**config.mk**
```make
export PLATFORM = sky130hd
export DESIGN_NAME = fwd_hazard_unit_flat
export DESIGN_NICKNAME = d
export VERILOG_FILES = /design/src/rtl/fwd_pkg.sv /design/src/rtl/fwd_hazard_unit_if.sv /design/src/rtl/fwd_src_sel.sv /design/src/rtl/fwd_hazard_unit.sv /design/src/flat_wrapper.sv
export SDC_FILE = /design/constraint.sdc
export NUM_CORES = 1
export LEC_CHECK = 0
export BUFFER_PORTS_ARGS = -buffer_cell sky130_fd_sc_hd__buf_2
export CAP_MARGIN = 0
export CORE_ASPECT_RATIO = 1.1
export CORE_UTILIZATION = 40
export DETAILED_ROUTE_END_ITERATION = 16
export PLACE_DENSITY = 0.71
export SYNTH_ARGS = -nofsm -noshare
export SYNTH_HDL_FRONTEND = slang
export SYNTH_SLANG_ARGS = --single-unit
```
**constraint.sdc**
```tcl
create_clock -name clk -period 3.3 [get_ports clk]
set_input_delay 0.165 -clock clk [delete_from_list [all_inputs] [get_ports clk]]
set_output_delay 0.165 -clock clk [all_outputs]
set_load 0.005 [all_outputs]
```
**src/rtl/fwd_pkg.sv**
```systemverilog
// Shared types for the forwarding / load-use hazard controller.
package fwd_pkg;

  // Widest register specifier the slot history can hold; narrower REG_BITS
  // values are zero-extended into this field.
  localparam int unsigned RD_BITS_MAX = 8;

  typedef enum logic [1:0] {
    FWD_REG   = 2'd0,  // register file (write-through)
    FWD_EXMEM = 2'd1,  // instruction one ahead
    FWD_MEMWB = 2'd2,  // instruction two ahead
    FWD_ZERO  = 2'd3   // constant zero for XZR reads
  } fwd_sel_e;

  typedef struct packed {
    logic [RD_BITS_MAX-1:0] rd;
    logic                   reg_write;
    logic                   mem_read;
  } pipe_slot_t;

  localparam pipe_slot_t BUBBLE_SLOT = '{rd: '0, reg_write: 1'b0, mem_read: 1'b0};

  // A slot can feed a source only if it writes that register and the
  // register is not XZR (writes to XZR are discarded).
  function automatic logic slot_feeds(input pipe_slot_t             slot,
                                      input logic [RD_BITS_MAX-1:0] src,
                                      input logic [RD_BITS_MAX-1:0] zero_reg);
    return slot.reg_write && (slot.rd == src) && (slot.rd != zero_reg);
  endfunction

endpackage

```
**src/rtl/fwd_hazard_unit_if.sv**
```systemverilog
// ID-stage request and EX-stage forwarding response bundle.
interface fwd_hazard_unit_if
  import fwd_pkg::*;
#(
  parameter int unsigned REG_BITS = 5
);
  logic [REG_BITS-1:0] id_rn;
  logic [REG_BITS-1:0] id_rm;
  logic                id_rn_used;
  logic                id_rm_used;
  logic [REG_BITS-1:0] id_rd;
  logic                id_reg_write;
  logic                id_mem_read;
  logic                flush;
  logic                stall;
  fwd_sel_e            fwd_a_sel;
  fwd_sel_e            fwd_b_sel;

  // Pipeline control side: presents the decoded instruction.
  modport master (
    output id_rn, id_rm, id_rn_used, id_rm_used, id_rd, id_reg_write,
           id_mem_read, flush,
    input  stall, fwd_a_sel, fwd_b_sel
  );

  // Hazard unit side.
  modport slave (
    input  id_rn, id_rm, id_rn_used, id_rm_used, id_rd, id_reg_write,
           id_mem_read, flush,
    output stall, fwd_a_sel, fwd_b_sel
  );
endinterface

```
**src/rtl/fwd_src_sel.sv**
```systemverilog
// Per-operand forwarding select and load-use hazard detection.
module fwd_src_sel
  import fwd_pkg::*;
#(
  parameter int unsigned REG_BITS = 5,
  parameter int unsigned ZERO_REG = 31
) (
  input  logic                used_i,
  input  logic [REG_BITS-1:0] src_i,
  input  pipe_slot_t          ex_slot_i,
  input  pipe_slot_t          mem_slot_i,
  output fwd_sel_e            sel_o,
  output logic                hazard_o
);

  logic [RD_BITS_MAX-1:0] src_w;
  logic [RD_BITS_MAX-1:0] zero_w;
  logic                   ex_hit;
  logic                   mem_hit;

  assign src_w  = RD_BITS_MAX'(src_i);
  assign zero_w = RD_BITS_MAX'(ZERO_REG);

  // Match each history slot against this operand's source register.
  always_comb begin
    ex_hit  = slot_feeds(ex_slot_i, src_w, zero_w);
    mem_hit = slot_feeds(mem_slot_i, src_w, zero_w);
  end

  // Priority: unused > XZR > youngest producer > older producer > regfile.
  always_comb begin
    // NOTE: every output gets a default before the if-chain; a path that
    // left one unassigned would infer a latch.
    sel_o    = FWD_REG;
    hazard_o = 1'b0;
    if (!used_i) begin
      sel_o = FWD_REG;
    end else if (src_w == zero_w) begin
      sel_o = FWD_ZERO;
    end else if (ex_hit) begin
      sel_o    = FWD_EXMEM;
      // A load one ahead has no result yet at EX, so decode must wait.
      hazard_o = ex_slot_i.mem_read;
    end else if (mem_hit) begin
      sel_o = FWD_MEMWB;
    end
  end

endmodule

```
**src/rtl/fwd_hazard_unit.sv**
```systemverilog
// Forwarding and load-use hazard controller: tracks the destinations of the
// two instructions ahead of decode, stalls on load-use, and registers the
// EX-stage operand mux selects.
module fwd_hazard_unit
  import fwd_pkg::*;
#(
  parameter int unsigned REG_BITS = 5,  // must not exceed RD_BITS_MAX
  parameter int unsigned ZERO_REG = 31
) (
  input logic               clk,
  input logic               reset,
  fwd_hazard_unit_if.slave  bus
);

  pipe_slot_t ex_slot_q,  ex_slot_d;
  pipe_slot_t mem_slot_q, mem_slot_d;
  fwd_sel_e   a_sel_q,    a_sel_d;
  fwd_sel_e   b_sel_q,    b_sel_d;
  fwd_sel_e   a_sel_c,    b_sel_c;
  logic       haz_a,      haz_b;
  logic       stall;

  fwd_src_sel #(.REG_BITS(REG_BITS), .ZERO_REG(ZERO_REG)) u_sel_a (
    .used_i     (bus.id_rn_used),
    .src_i      (bus.id_rn),
    .ex_slot_i  (ex_slot_q),
    .mem_slot_i (mem_slot_q),
    .sel_o      (a_sel_c),
    .hazard_o   (haz_a)
  );

  fwd_src_sel #(.REG_BITS(REG_BITS), .ZERO_REG(ZERO_REG)) u_sel_b (
    .used_i     (bus.id_rm_used),
    .src_i      (bus.id_rm),
    .ex_slot_i  (ex_slot_q),
    .mem_slot_i (mem_slot_q),
    .sel_o      (b_sel_c),
    .hazard_o   (haz_b)
  );

  // A taken branch kills the ID instruction, so its hazard is moot.
  always_comb begin
    stall = (haz_a | haz_b) & ~bus.flush;
  end

  // Next state: history shifts every cycle; a stall or flush injects a bubble.
  always_comb begin
    mem_slot_d = ex_slot_q;
    ex_slot_d  = BUBBLE_SLOT;
    a_sel_d    = FWD_REG;
    b_sel_d    = FWD_REG;
    if (!(stall || bus.flush)) begin
      ex_slot_d.rd        = RD_BITS_MAX'(bus.id_rd);
      ex_slot_d.reg_write = bus.id_reg_write;
      ex_slot_d.mem_read  = bus.id_mem_read;
      a_sel_d             = a_sel_c;
      b_sel_d             = b_sel_c;
    end
  end

  // Slot and select registers; reset empties history so nothing pre-reset
  // is ever forwarded.
  always_ff @(posedge clk) begin
    // NOTE: state registers use non-blocking assignments so every flop
    // samples pre-edge values regardless of statement order.
    if (reset) begin
      ex_slot_q  <= BUBBLE_SLOT;
      mem_slot_q <= BUBBLE_SLOT;
      a_sel_q    <= FWD_REG;
      b_sel_q    <= FWD_REG;
    end else begin
      ex_slot_q  <= ex_slot_d;
      mem_slot_q <= mem_slot_d;
      a_sel_q    <= a_sel_d;
      b_sel_q    <= b_sel_d;
    end
  end

  assign bus.stall     = stall;
  assign bus.fwd_a_sel = a_sel_q;
  assign bus.fwd_b_sel = b_sel_q;

endmodule

```
**src/flat_wrapper.sv**
```systemverilog
// flat-port wrapper written by rule: the top's interface ports become plain ports
module fwd_hazard_unit_flat import fwd_pkg::*;
#(
  parameter int unsigned REG_BITS = 5,                                
  parameter int unsigned ZERO_REG = 31
)
  (clk, reset, bus_id_rn, bus_id_rm, bus_id_rn_used, bus_id_rm_used, bus_id_rd, bus_id_reg_write, bus_id_mem_read, bus_flush, bus_stall, bus_fwd_a_sel, bus_fwd_b_sel);
  fwd_hazard_unit_if #(.REG_BITS(REG_BITS)) bus_i ();
  input logic clk;
  input logic reset;
  input wire logic [$bits(bus_i.id_rn)-1:0] bus_id_rn;
  input wire logic [$bits(bus_i.id_rm)-1:0] bus_id_rm;
  input wire logic [$bits(bus_i.id_rn_used)-1:0] bus_id_rn_used;
  input wire logic [$bits(bus_i.id_rm_used)-1:0] bus_id_rm_used;
  input wire logic [$bits(bus_i.id_rd)-1:0] bus_id_rd;
  input wire logic [$bits(bus_i.id_reg_write)-1:0] bus_id_reg_write;
  input wire logic [$bits(bus_i.id_mem_read)-1:0] bus_id_mem_read;
  input wire logic [$bits(bus_i.flush)-1:0] bus_flush;
  output wire logic [$bits(bus_i.stall)-1:0] bus_stall;
  output wire logic [$bits(bus_i.fwd_a_sel)-1:0] bus_fwd_a_sel;
  output wire logic [$bits(bus_i.fwd_b_sel)-1:0] bus_fwd_b_sel;
  assign bus_i.id_rn = bus_id_rn;
  assign bus_i.id_rm = bus_id_rm;
  assign bus_i.id_rn_used = bus_id_rn_used;
  assign bus_i.id_rm_used = bus_id_rm_used;
  assign bus_i.id_rd = bus_id_rd;
  assign bus_i.id_reg_write = bus_id_reg_write;
  assign bus_i.id_mem_read = bus_id_mem_read;
  assign bus_i.flush = bus_flush;
  assign bus_stall = bus_i.stall;
  assign bus_fwd_a_sel = bus_i.fwd_a_sel;
  assign bus_fwd_b_sel = bus_i.fwd_b_sel;
  fwd_hazard_unit #(.REG_BITS(REG_BITS), .ZERO_REG(ZERO_REG)) u_core (.clk(clk), .reset(reset), .bus(bus_i));
endmodule
```
==> impl_results.rst <==
.. list-table::
   :header-rows: 1

   * - Metric
     - Value
   * - Post-route cell area
     - 1007 sq um
   * - Number of antenna violations at the first check in global routing
     - 0
   * - Clock root buffer
     - clkbuf_4
   * - Adder and majority gate portion of the synthesized area
     - 0%
   * - Hold-fix buffers at CTS
     - 0
   * - IR drop worst, VDD
     - 0.2828 mV
   * - Number of pins with negative max-slew slack in the final report
     - 0
   * - Longest Clk Path Bufs
     - 2
   * - I/O pins
     - 27
   * - DIE WIDTH
     - 45.09 um
   * - Number of violations of the max-capacitance limit
     - 0
   * - Final GP Congestion
     - 0.8526
   * - Worst-path clk slew
     - 0.09 ns
   * - Static leakage power
     - roughly 0.40 nW
   * - Total track usage
     - 17.77%
   * - Post-synthesis instance total
     - roughly 90
   * - Area post-placement
     - about 980 sq um
   * - Wire length of the first global-routing pass
     - 2.898 mm
   * - Fraction of synthesized area in multiplexers
     - 0%
   * - Total number of nets in the final design
     - ~140
   * - Most instantiated flip-flop cell in the synthesis netlist
     - dfxtp_1
   * - Post-synthesis sequential area ratio
     - between 40% and 50%
   * - Count of input and output buffers
     - 26
   * - TritonRoute pass-1 iters
     - 5
   * - Critical path required time
     - 3.48 ns
   * - Number of sinks driven by the clock tree
     - 17
   * - Number of routed nets with antenna violations
     - 0
   * - Number of buffers created by CTS
     - 3
   * - Worst Setup Slack post-DPL
     - 1.501 ns
   * - Layout Area Growth over Synthesis
     - 23.28%
   * - TritonCTS clock tree
     - built
   * - Pin count of the biggest net entering global routing
     - 10
   * - Simple-gate share of the synthesized area
     - 28.18%
   * - EDFF count, synth
     - 0
   * - Final Worst Setup Slack
     - 1.324 ns
   * - Unrepaired setup endpoints after global routing
     - no
   * - Floorplan die height
     - 49.40 um
   * - Kind of launch point of the worst setup path
     - flop
   * - Wirelength, routed
     - 1.729 mm
   * - Async SR Flop Fraction
     - 0%
   * - Setup-violating endpoint count in the final report
     - 0
   * - Detailed-route wire length per cell
     - 11.68 um
   * - Count of placed standard cells including taps
     - ~140
   * - Setup TNS
     - 0 ns
   * - Tightest Pin Transition
     - between 0.7 and 0.8 ns
   * - Final design utilization
     - 54.69%
   * - Total via count in the routed design
     - 730
   * - Effective utilization at floorplan
     - 44.36%
   * - H-Tree Depth
     - 1
   * - Data arrival time of the worst path
     - ~2.2 ns
   * - Highest clock rate
     - 506.1 MHz
   * - Final worst path period share
     - 59.87%
   * - Layout Cells excl Fill
     - approximately 150
   * - Floorplan core area
     - 1842 sq um
   * - Number of synthesized register bits
     - 17
   * - Number of warnings printed during yosys synthesis
     - 0
   * - Number of global-route vias before repair
     - ~670
   * - Worst-Skew Late Latency
     - 0.28 ns
   * - DRC viols
     - 0
   * - Status
     - finished, final reports clean
   * - Worst min-delay path class
     - primary input to flop
   * - Tot Pwr
     - about 380 uW
   * - Remaining Overflow, GRT
     - 0
   * - Post-synthesis share of cell area spent on xor and xnor gates
     - 21.44%
   * - Worst-path fanout max
     - 7
   * - Post CTS Setup Buffer Count
     - 0
   * - Number of unique standard cell types used by synthesis
     - 24
   * - Synthesized cell area
     - 817.0 sq um
   * - Kind of end point of the critical path
     - flop
   * - Complex-gate fraction of the synthesized area
     - 8.270%
   * - Average size of a mapped cell
     - 8.978 sq um
   * - Skew final
     - around 0.0013 ns
   * - Filler Cells Inserted
     - ~180
   * - Post-cts sizing count
     - 0
   * - Share of final-layout standard cells stronger than drive strength 1
     - a little over a quarter
   * - Post-DR vias/cell
     - 4.932
   * - Die outline area
     - 2227 sq um
   * - Critical path type
     - flop to flop
   * - Post-layout min period
     - 1.976 ns
   * - Mapped Nets
     - 113
   * - Initial drt markers
     - 13
   * - Combinational family with the most area after synthesis
     - simple AND/OR/NAND/NOR gates
   * - Worst slew margin relative to its limit
     - 51.88%
   * - Placed wire-length estimate
     - about 1.5 mm
   * - Worst hold margin
     - 0.07653 ns
   * - Placement Rows
     - 16
   * - Power per cell area
     - around 370 nW/um^2
   * - Count of inserted antenna diode cells
     - 0
   * - Hold violation total from the final report
     - 0
==> final timing paths <==
path / from / to / slack, ns / cells after the start
worst max register to register: u_core.ex_slot_q[5] / u_core.ex_slot_q[2] / 1.32 / 5
worst max-delay path: u_core.ex_slot_q[5] / u_core.ex_slot_q[2] / 1.32 / 5
worst min register to register: u_core.ex_slot_q[1] / u_core.mem_slot_q[1] / 0.50 / 1
worst min-delay path: bus_id_rd[2] / u_core.ex_slot_q[4] / 0.08 / 2
==> report_power, final <==
part	internal, mW	total, mW	switching, mW
sequential	0.211	0.217	0.00665
combinational	0.0270	0.0519	0.0248
clock	0.0468	0.107	0.0605
total	0.285	0.377	0.0920
==> flip-flops by register name (all words and copies together), names as in the netlist <==
name,count
u_core.ex_slot_q,7
u_core.mem_slot_q,6
u_core.bus.fwd_a_sel,2
u_core.bus.fwd_b_sel,2
==> layer usage <==
layer	global-route usage, %	routed length [um]
met5	0	0
met4	6.566	45
met3	6.296	138
met2	28.50	879
met1	21.18	665
==> cell families after synthesis <==
| group | after synthesis |
|---|---|
| DFF | 17 |
| xor gates and xnor gates | 20 |
| buffers and inverters | 1 |
| and+or+nand+nor | 42 |
| AOI/OAI and AO/OA | 11 |
==> cell usage in the layout (no fill, tap or decap), types with 2 or more instances in the layout <==
master / n
and2_1: 7
nor2_1: 4
dfxtp_1: 17
clkbuf_4: 3
buf_2: 26
xnor2_1: 14
nand2_1: 9
a21oi_1: 6
nand3_1: 7
xor2_1: 6
nand4_1: 2
nor2b_1: 5
==> cell usage after synthesis (2+ instances only) <==
library cell	count	area share [%]
a21oi_1	6	3.7
and2_1	7	5.4
dfxtp_1	17	42
nand2_1	9	4.1
nand3_1	7	4.3
nand4_1	2	1.5
nor2_1	4	1.8
nor2b_1	5	3.8
xnor2_1	14	15
xor2_1	6	6.4
==> layout make-up <==
cell class                      instances  area, sq um  area share (%)
Timing Repair Buffer                   26        130.1           12.92
Clock buffer                            4        26.28           2.609
Sequential cell                        17        340.3           33.79
Inverter                                1        3.754          0.3727
Multi-Input combinational cell         73        473.0           46.96
Tap cell                               27        33.78           3.354
==> critical path, stage by stage (launching register included) <==
cell,delay [ns]
dfxtp_1,0.43
xnor2_1,0.16
nand3_1,0.13
o41ai_1,0.70
a21oi_1,0.23
and2_1,0.22
Power figures use the tool's default switching activity.
